==> src/rtl/renode_ahb_subordinate_mem.sv <==
// AHB-Lite subordinate that turns each accepted NONSEQ/SEQ beat into one
// request/response transaction on a simple memory backend. Wait states are
// inserted until the backend answers; bad decodes and backend errors get the
// two-cycle ERROR response.
//
// Backend handshake: a request transfers on a cycle where mem_req_valid and
// mem_req_ready are both high; mem_req_valid, mem_req_addr and mem_req_write
// hold steady until then. mem_rsp_valid is a one-cycle pulse that is only
// consumed after the request has transferred; pulses at any other time are
// ignored.
module renode_ahb_subordinate_mem #(
  parameter int                    ADDR_WIDTH = 32,
  parameter int                    DATA_WIDTH = 32,
  parameter logic [ADDR_WIDTH-1:0] BASE_ADDR  = '0,
  parameter int                    SIZE_BYTES = 4096
) (
  input  logic                  clk,
  input  logic                  rst,
  input  logic                  HSEL,
  input  logic [ADDR_WIDTH-1:0] HADDR,
  input  logic [1:0]            HTRANS,
  input  logic [3:0]            HBURST,
  input  logic                  HWRITE,
  input  logic [DATA_WIDTH-1:0] HWDATA,
  input  logic                  HREADY,
  output logic                  HREADYOUT,
  output logic                  HRESP,
  output logic [DATA_WIDTH-1:0] HRDATA,
  output logic                  mem_req_valid,
  input  logic                  mem_req_ready,
  output logic                  mem_req_write,
  output logic [ADDR_WIDTH-1:0] mem_req_addr,
  output logic [DATA_WIDTH-1:0] mem_req_wdata,
  input  logic                  mem_rsp_valid,
  input  logic [DATA_WIDTH-1:0] mem_rsp_rdata,
  input  logic                  mem_rsp_error,
  output logic [2:0]            dbg_state_o
);

  typedef enum logic [2:0] {
    ST_IDLE = 3'd0,
    ST_REQ  = 3'd1,
    ST_RSP  = 3'd2,
    ST_DONE = 3'd3,
    ST_ERR1 = 3'd4,
    ST_ERR2 = 3'd5
  } state_e;

  localparam int                    BYTES      = DATA_WIDTH / 8;
  localparam logic [ADDR_WIDTH-1:0] ALIGN_MASK = ADDR_WIDTH'(BYTES - 1);
  // Window bounds carry one extra bit so a window ending at the top of the
  // address space does not wrap.
  localparam logic [ADDR_WIDTH:0]   WIN_LO     = {1'b0, BASE_ADDR};
  localparam logic [ADDR_WIDTH:0]   WIN_HI     = WIN_LO + (ADDR_WIDTH+1)'(SIZE_BYTES);

  state_e                  state_q;
  logic                    hreadyout_q;
  logic                    hresp_q;
  logic [DATA_WIDTH-1:0]   hrdata_q;
  logic                    req_valid_q;
  logic                    req_write_q;
  logic [ADDR_WIDTH-1:0]   req_addr_q;
  logic [DATA_WIDTH-1:0]   req_wdata_q;

  logic                    accept;
  logic                    bad;
  logic [ADDR_WIDTH:0]     haddr_ext;
  logic [ADDR_WIDTH-1:0]   offset_d;

  // Burst type and the NONSEQ/SEQ distinction do not change how a beat is served.
  logic unused_inputs;
  assign unused_inputs = ^{HBURST, HTRANS[0]};

  // Address-phase qualification and decode of the presented address.
  always_comb begin
    haddr_ext = {1'b0, HADDR};
    accept    = HSEL & HREADY & HTRANS[1];
    bad       = (haddr_ext < WIN_LO) || (haddr_ext >= WIN_HI) ||
                ((HADDR & ALIGN_MASK) != '0);
    offset_d  = HADDR - BASE_ADDR;
  end

  // Transfer FSM; all bus and backend outputs are registered alongside the state.
  always_ff @(posedge clk) begin
    if (rst) begin
      state_q     <= ST_IDLE;
      hreadyout_q <= 1'b1;
      hresp_q     <= 1'b0;
      hrdata_q    <= '0;
      req_valid_q <= 1'b0;
      req_write_q <= 1'b0;
      req_addr_q  <= '0;
      req_wdata_q <= '0;
    end else begin
      case (state_q)
        ST_IDLE, ST_DONE, ST_ERR2: begin
          if (accept && bad) begin
            state_q     <= ST_ERR1;
            hreadyout_q <= 1'b0;
            hresp_q     <= 1'b1;
            req_valid_q <= 1'b0;
          end else if (accept) begin
            state_q     <= ST_REQ;
            hreadyout_q <= 1'b0;
            hresp_q     <= 1'b0;
            req_valid_q <= 1'b1;
            req_write_q <= HWRITE;
            req_addr_q  <= offset_d;
          end else begin
            state_q     <= ST_IDLE;
            hreadyout_q <= 1'b1;
            hresp_q     <= 1'b0;
            req_valid_q <= 1'b0;
          end
        end
        ST_REQ: begin
          // Write data arrives in the data phase; keep the last value seen.
          req_wdata_q <= HWDATA;
          if (mem_req_ready) begin
            state_q     <= ST_RSP;
            req_valid_q <= 1'b0;
          end
        end
        ST_RSP: begin
          if (mem_rsp_valid && mem_rsp_error) begin
            state_q     <= ST_ERR1;
            hreadyout_q <= 1'b0;
            hresp_q     <= 1'b1;
          end else if (mem_rsp_valid) begin
            state_q     <= ST_DONE;
            hreadyout_q <= 1'b1;
            hresp_q     <= 1'b0;
            if (!req_write_q) begin
              hrdata_q <= mem_rsp_rdata;
            end
          end
        end
        ST_ERR1: begin
          state_q     <= ST_ERR2;
          hreadyout_q <= 1'b1;
          hresp_q     <= 1'b1;
        end
        default: begin
          state_q     <= ST_IDLE;
          hreadyout_q <= 1'b1;
          hresp_q     <= 1'b0;
          req_valid_q <= 1'b0;
        end
      endcase
    end
  end

  assign HREADYOUT     = hreadyout_q;
  assign HRESP         = hresp_q;
  assign HRDATA        = hrdata_q;
  assign mem_req_valid = req_valid_q;
  assign mem_req_write = req_write_q;
  assign mem_req_addr  = req_addr_q;
  // While the request is pending the backend sees HWDATA directly.
  assign mem_req_wdata = (state_q == ST_REQ) ? HWDATA : req_wdata_q;
  assign dbg_state_o   = state_q;

endmodule

==> config.mk <==
export PLATFORM = sky130hd
export DESIGN_NAME = renode_ahb_subordinate_mem
export DESIGN_NICKNAME = d
export VERILOG_FILES = /design/src/rtl/renode_ahb_subordinate_mem.sv
export SDC_FILE = /design/constraint.sdc
export NUM_CORES = 1
export LEC_CHECK = 0
export CAP_MARGIN = 20
export CORE_MARGIN = 3
export CORE_UTILIZATION = 41
export CTS_CLUSTER_SIZE = 16
export DETAILED_ROUTE_END_ITERATION = 16
export GPL_ROUTABILITY_DRIVEN = 0
export PLACE_DENSITY = 0.93
export SKIP_CTS_REPAIR_TIMING = 1
export SYNTH_ARGS = -nofsm -noshare
export SYNTH_HDL_FRONTEND = slang
export SYNTH_SLANG_ARGS = --single-unit
==> constraint.sdc <==
create_clock -name clk -period 5.45 [get_ports clk]
set_input_delay 1.635 -clock clk [delete_from_list [all_inputs] [get_ports clk]]
set_output_delay 1.635 -clock clk [all_outputs]
set_load 0.01 [all_outputs]
After elaboration in Yosys (flattened, before gate mapping)
Index checks and enable logic that the tools add are counted.

Flip-flop bits (word level): 103. Bits in latches: 0. RAM bits: 0. Memory bits (read-only): 0. Input port bits: 110. Output and inout bits: 103. Logic and storage cells: 55. Memories: 0.

$add $sub $neg: 0. Multipliers: 0. Div/mod/pow operators: 0. Magnitude comparators: 1. Equality and inequality tests: 7. Shifts and indexed selects: 0. Mux-type cells: 20. Bitwise logic cells: 7. Reductions and logical operators: 12.

Operator list (number): >= comparator 32 x 13 -> 1 bit (second input constant) (1); two-way mux 32 bit (1); nonzero test 32 bit (1); two-way mux 3 bit (4); case mux 3 bit (4 select lines) (1); two-way mux 1 bit (11); == test 3 x 2 -> 1 bit (second input constant) (2); == test 3 bit (second input constant) (2); case mux 1 bit (3 select lines) (2); AND reduction 2 bit (3); NOT 1 bit (5); case mux 1 bit (4 select lines) (1); AND reduction 4 bit (1); == test 3 x 1 -> 1 bit (second input constant) (1); zero test 3 bit (1); inequality test 3 bit (second input constant) (1); AND reduction 3 bit (1); OR reduction 3 bit (1); bitwise AND 1 bit (2); logical AND 1 bit (2); inequality test 2 bit (second input constant) (1); OR reduction 2 bit (1); logical OR 1 bit (1).

Logic depth before layout (Yosys ltp)
Depth in word-level cells: 5. Depth in mapped cells: 8. Mapped depth without buffers: 5.

Least setup slack after synthesis
OpenSTA, ideal clock, no wires.

Path kind: input port to output port. Start: input HWDATA[0]. End: output mem_req_wdata[0]. Arrival: 1.916 ns. Path slack: 1.899 ns. Cell stages on the path: 1. Buffers on the path: 0. Cells stage by stage: mux2_2.

Cells in the longest elaborated chain, start to end: 1.

Ends and longest elaborated chain: from (decl) (line 24) `input logic [DATA_WIDTH-1:0] HWDATA,`; two-way mux 32 bit; to (decl) (line 33) `output logic [DATA_WIDTH-1:0] mem_req_wdata,`.

No other way between the ends.

Final worst setup path
Start: input HWDATA[31]. End: output mem_req_wdata[31].

The elaborated chain is that of the path after synthesis.

==> results list <==
* Clock Tree Buf Depth: 2
- Count of cell types in the netlist: 31
- Using the TritonRoute via totals, the vias-per-cell ratio works out to a little under 5.
- Final Hold Fails: 0
- In this run the worst path has a maximum fanout of 2.
- Number of design rule violations left after detail routing: 0
- STA classifies the critical path startpoint as an input pin.
* Tightest slew margin relative to the limit: 0.304
- Top-level port count: 213
- Of the available clock period, the critical path in the final layout requires 0.817.
- The path class of the tightest hold or removal check is flop to flop.
- The clock drives approximately 100 sinks.
- Total grt overflow: 0
- TritonCTS created 9 clock buffers.
- Number of warnings issued by yosys: 0
- Setup repair after global routing left no endpoint under its margin.
- Final Critical Period: between 4 and 5 ns
- Number of global-route vias before repair: ~3,500
- Summed over all failing endpoints, the final setup total negative slack is 0 ns.
- The final layout contains routed wiring with a total length of roughly 11 mm.
- Layout Nets: between 600 and 700
- Total via count after detailed routing: roughly 3,400
- Hold timing on the final database bottoms out at a slack of ~0.46 ns.
- The number of antenna diodes in the final layout is 0.
- Cell area after synthesis: around 3800 um^2
* Signal arrival time at the worst endpoint: around 2.8 ns
- Initial DRT Pass Iterations: 4
- Area of the core region: 8810 um^2
* First-pass GRT wire length: between 15 and 20 mm
* Number of enable-type register cells in the synthesized netlist: 0
* First DRT Iteration DRCs: ~120
- DR top layer: met4
- Root Buffer: sky130_fd_sc_hd__clkbuf_8
- The area growth from synthesis to layout is 62.3%.
- The number of antenna violations at the first check in global routing came to 0.
* Share of Yosys cell area claimed by the top area cell type: 0.549
- Count of state elements after synthesis: 103
- Input/output buffers: 207
- Post-synthesis instance total: 387
- Leak: approximately 2.2 nW
- Library cell with the largest summed area after synthesis: sky130_fd_sc_hd__dfxtp_1
- Detailed placement ended at an HPWL of roughly 8.1 mm.
- For this design the ratio of total power to cell area is roughly 240 nW/um^2.
- The later pin in the worst-skew pair is clocked with a latency of 0.35 ns.
- The worst setup path is of the input pin to primary output kind.
- Required time of the critical path: between 3 and 4 ns
- Horizontal die dimension: between 100 and 150 um
- The number of nets in the synthesized netlist is 497.
- Worst clock skew: ~0.014 ns
- The count of nets left with antenna violations once routing finished came out at 0.
- Die area: about 10,000 um^2
- After detailed routing, the average wire length per cell comes to around 15 um.
- Clock-pin slew was measured on the worst setup and hold paths at around 0.080 ns.
* Vertical die dimension: around 100 um
- Entering global routing, the biggest net connects 82 pins.
- Counting flops with an async set or reset pin after synthesis yields a share of 0.
- Main flop type after synthesis: sky130_fd_sc_hd__dfxtp_1
- Initial Util: 0.427
- The worst-case IR drop observed on VDD is roughly 0.00012 V.
* Number of slew-limit violations in the final report: 0
* Met3 Wirelength: roughly 920 um
* Share of synthesized area occupied by flip-flops and latches: 0.549
* Aggregate global-route resource usage: 0.207
- Setup violations remaining at the end of the flow were counted as 0.
- In the final routing, the length of wire on met1 measures 4.10 mm.
* Metal2 WL: 5.50 mm
- The worst setup path is captured at a primary output.
- CTS tree: done
- Status: completed
* Synthesized area divided by synthesized cell count: slightly below 10 um^2
- The clock tree synthesis step divided the H-tree into 3 levels.
* Top achievable clock speed: 224 MHz
- Top cells by area in the synthesized netlist: sky130_fd_sc_hd__dfxtp_1 (55%), sky130_fd_sc_hd__mux2_2 (9.6%), sky130_fd_sc_hd__nand2_1 (6.9%)
- Number of placement rows: 34
- Ratio of cells with drive above 1 in the final layout: 0.0917
- Across the run, the number of max-cap violations was 0.
* Transition time at the pin with the least slew margin: between 1 and 1.5 ns
cell usage in the layout, fill, tap and decap left out, drive strengths merged:
| cell | Yosys | layout |
|---|---|---|
| clkdlybuf4s50 | 0 | 206 |
| dfxtp | 103 | 103 |
| nand2 | 69 | 69 |
| a21oi | 40 | 40 |
| nor2b | 34 | 34 |
| mux2 | 32 | 32 |
| and2 | 23 | 23 |
| nor2 | 17 | 17 |
| clkbuf | 16 | 13 |
| mux2i | 12 | 12 |
| nor4 | 6 | 6 |
| nor3 | 4 | 4 |
| buf | 9 | 4 |
| nand2b | 3 | 3 |
| o21ai | 3 | 3 |
| o22ai | 2 | 2 |
| o21a | 2 | 2 |
| clkinv | 0 | 2 |
| and2b | 1 | 1 |
| nand3 | 1 | 1 |
| xnor2 | 1 | 1 |
| nand4 | 1 | 1 |
| nand3b | 1 | 1 |
| inv | 1 | 1 |
| o21bai | 1 | 1 |
| a221oi | 1 | 1 |
| o41ai | 1 | 1 |
| or2 | 1 | 1 |
| nand4b | 1 | 1 |
| a211oi | 1 | 1 |
| bufinv | 0 | 1 |
| clkinvlp | 0 | 1 |
power by group:
group / switching, mW / total [mW] / internal, mW / leakage (nW)
sequential: 0.00758 / 0.773 / 0.765 / 0.831
clock: 0.247 / 0.474 / 0.227 / 0.0968
combinational: 0.0713 / 0.204 / 0.133 / 1.27
total: 0.326 / 1.45 / 1.13 / 2.20
path summary, 6_finish.rpt:
check | start | to | slack, ns | cells after the start
setup / recovery | HWDATA[31] | mem_req_wdata[31] | 1.0 | 3
hold / removal | HRDATA[31] | HRDATA[31] | 0.46 | 2
setup reg to reg | dbg_state_o[1] | mem_req_addr[28] | 3.11 | 5
hold reg to reg | HRDATA[31] | HRDATA[31] | 0.46 | 2
final cells by class:
class                   count  area (um^2)
clock buffers              12          145
flip-flops and latches    103         2060
multi-input cells         258         1580
fillers                   697         2710
inverters                   1         3.75
repair buffers            211         2110
clock inverters             4         55.1
well taps                 108          135
Yosys cell counts (4+ instances only):
| library cell | n |
|---|---|
| sky130_fd_sc_hd__nor4_1 | 5 |
| sky130_fd_sc_hd__buf_2 | 8 |
| sky130_fd_sc_hd__mux2_2 | 32 |
| sky130_fd_sc_hd__mux2i_1 | 12 |
| sky130_fd_sc_hd__nand2_1 | 69 |
| sky130_fd_sc_hd__dfxtp_1 | 103 |
| sky130_fd_sc_hd__and2_1 | 23 |
| sky130_fd_sc_hd__nor2b_1 | 34 |
| sky130_fd_sc_hd__clkbuf_1 | 16 |
| sky130_fd_sc_hd__a21oi_1 | 40 |
| sky130_fd_sc_hd__nor3_1 | 4 |
| sky130_fd_sc_hd__nor2_1 | 16 |
routing by layer:
metal,GRT usage,vias up
met4,0.0716,0
li1,-,1668
met3,0.0682,16
met1,0.234,1557
met5,0,-
met2,0.366,160
cell families after synthesis:
group	count (synthesis)	synth area share
flip-flops	103	0.549
multiplexers	44	0.128
AND/OR/NAND/NOR	162	0.217
XOR/XNOR	1	0.00233
AO/OA/AOI/OAI	51	0.0733
buffers and inverters	26	0.0306
state kept, by name, summed over array words and instances (netlist names):
register       flops
req_wdata_q       32
HREADYOUT          1
mem_req_write      1
HRESP              1
mem_req_valid      1
dbg_state_o        3
mem_req_addr      32
HRDATA            32
per-stage QoR:
stage | std cells | area [um^2] | setup slack [ns] | total power [mW] | utilization
finish | 697 | 6090 | 0.995 | 1.45 | 0.692
global route | 697 | 6090 | 0.973 | 1.52 | 0.692
CTS | 696 | 6070 | 0.991 | 1.47 | 0.689
detailed placement | 680 | 5870 | 0.993 | 0.995 | 0.667
global placement | 680 | 5870 | 1.00 | 0.988 | 0.667
floorplan | 387 | 3760 | 1.90 | 0.865 | -
worst max-delay path, cell delays in order:
cell and delay [ns]:
sky130_fd_sc_hd__clkdlybuf4s50_1 0.41, sky130_fd_sc_hd__mux2_2 0.29, sky130_fd_sc_hd__clkdlybuf4s50_1 0.48
Note: power is estimated with default switching activity, not from simulation.
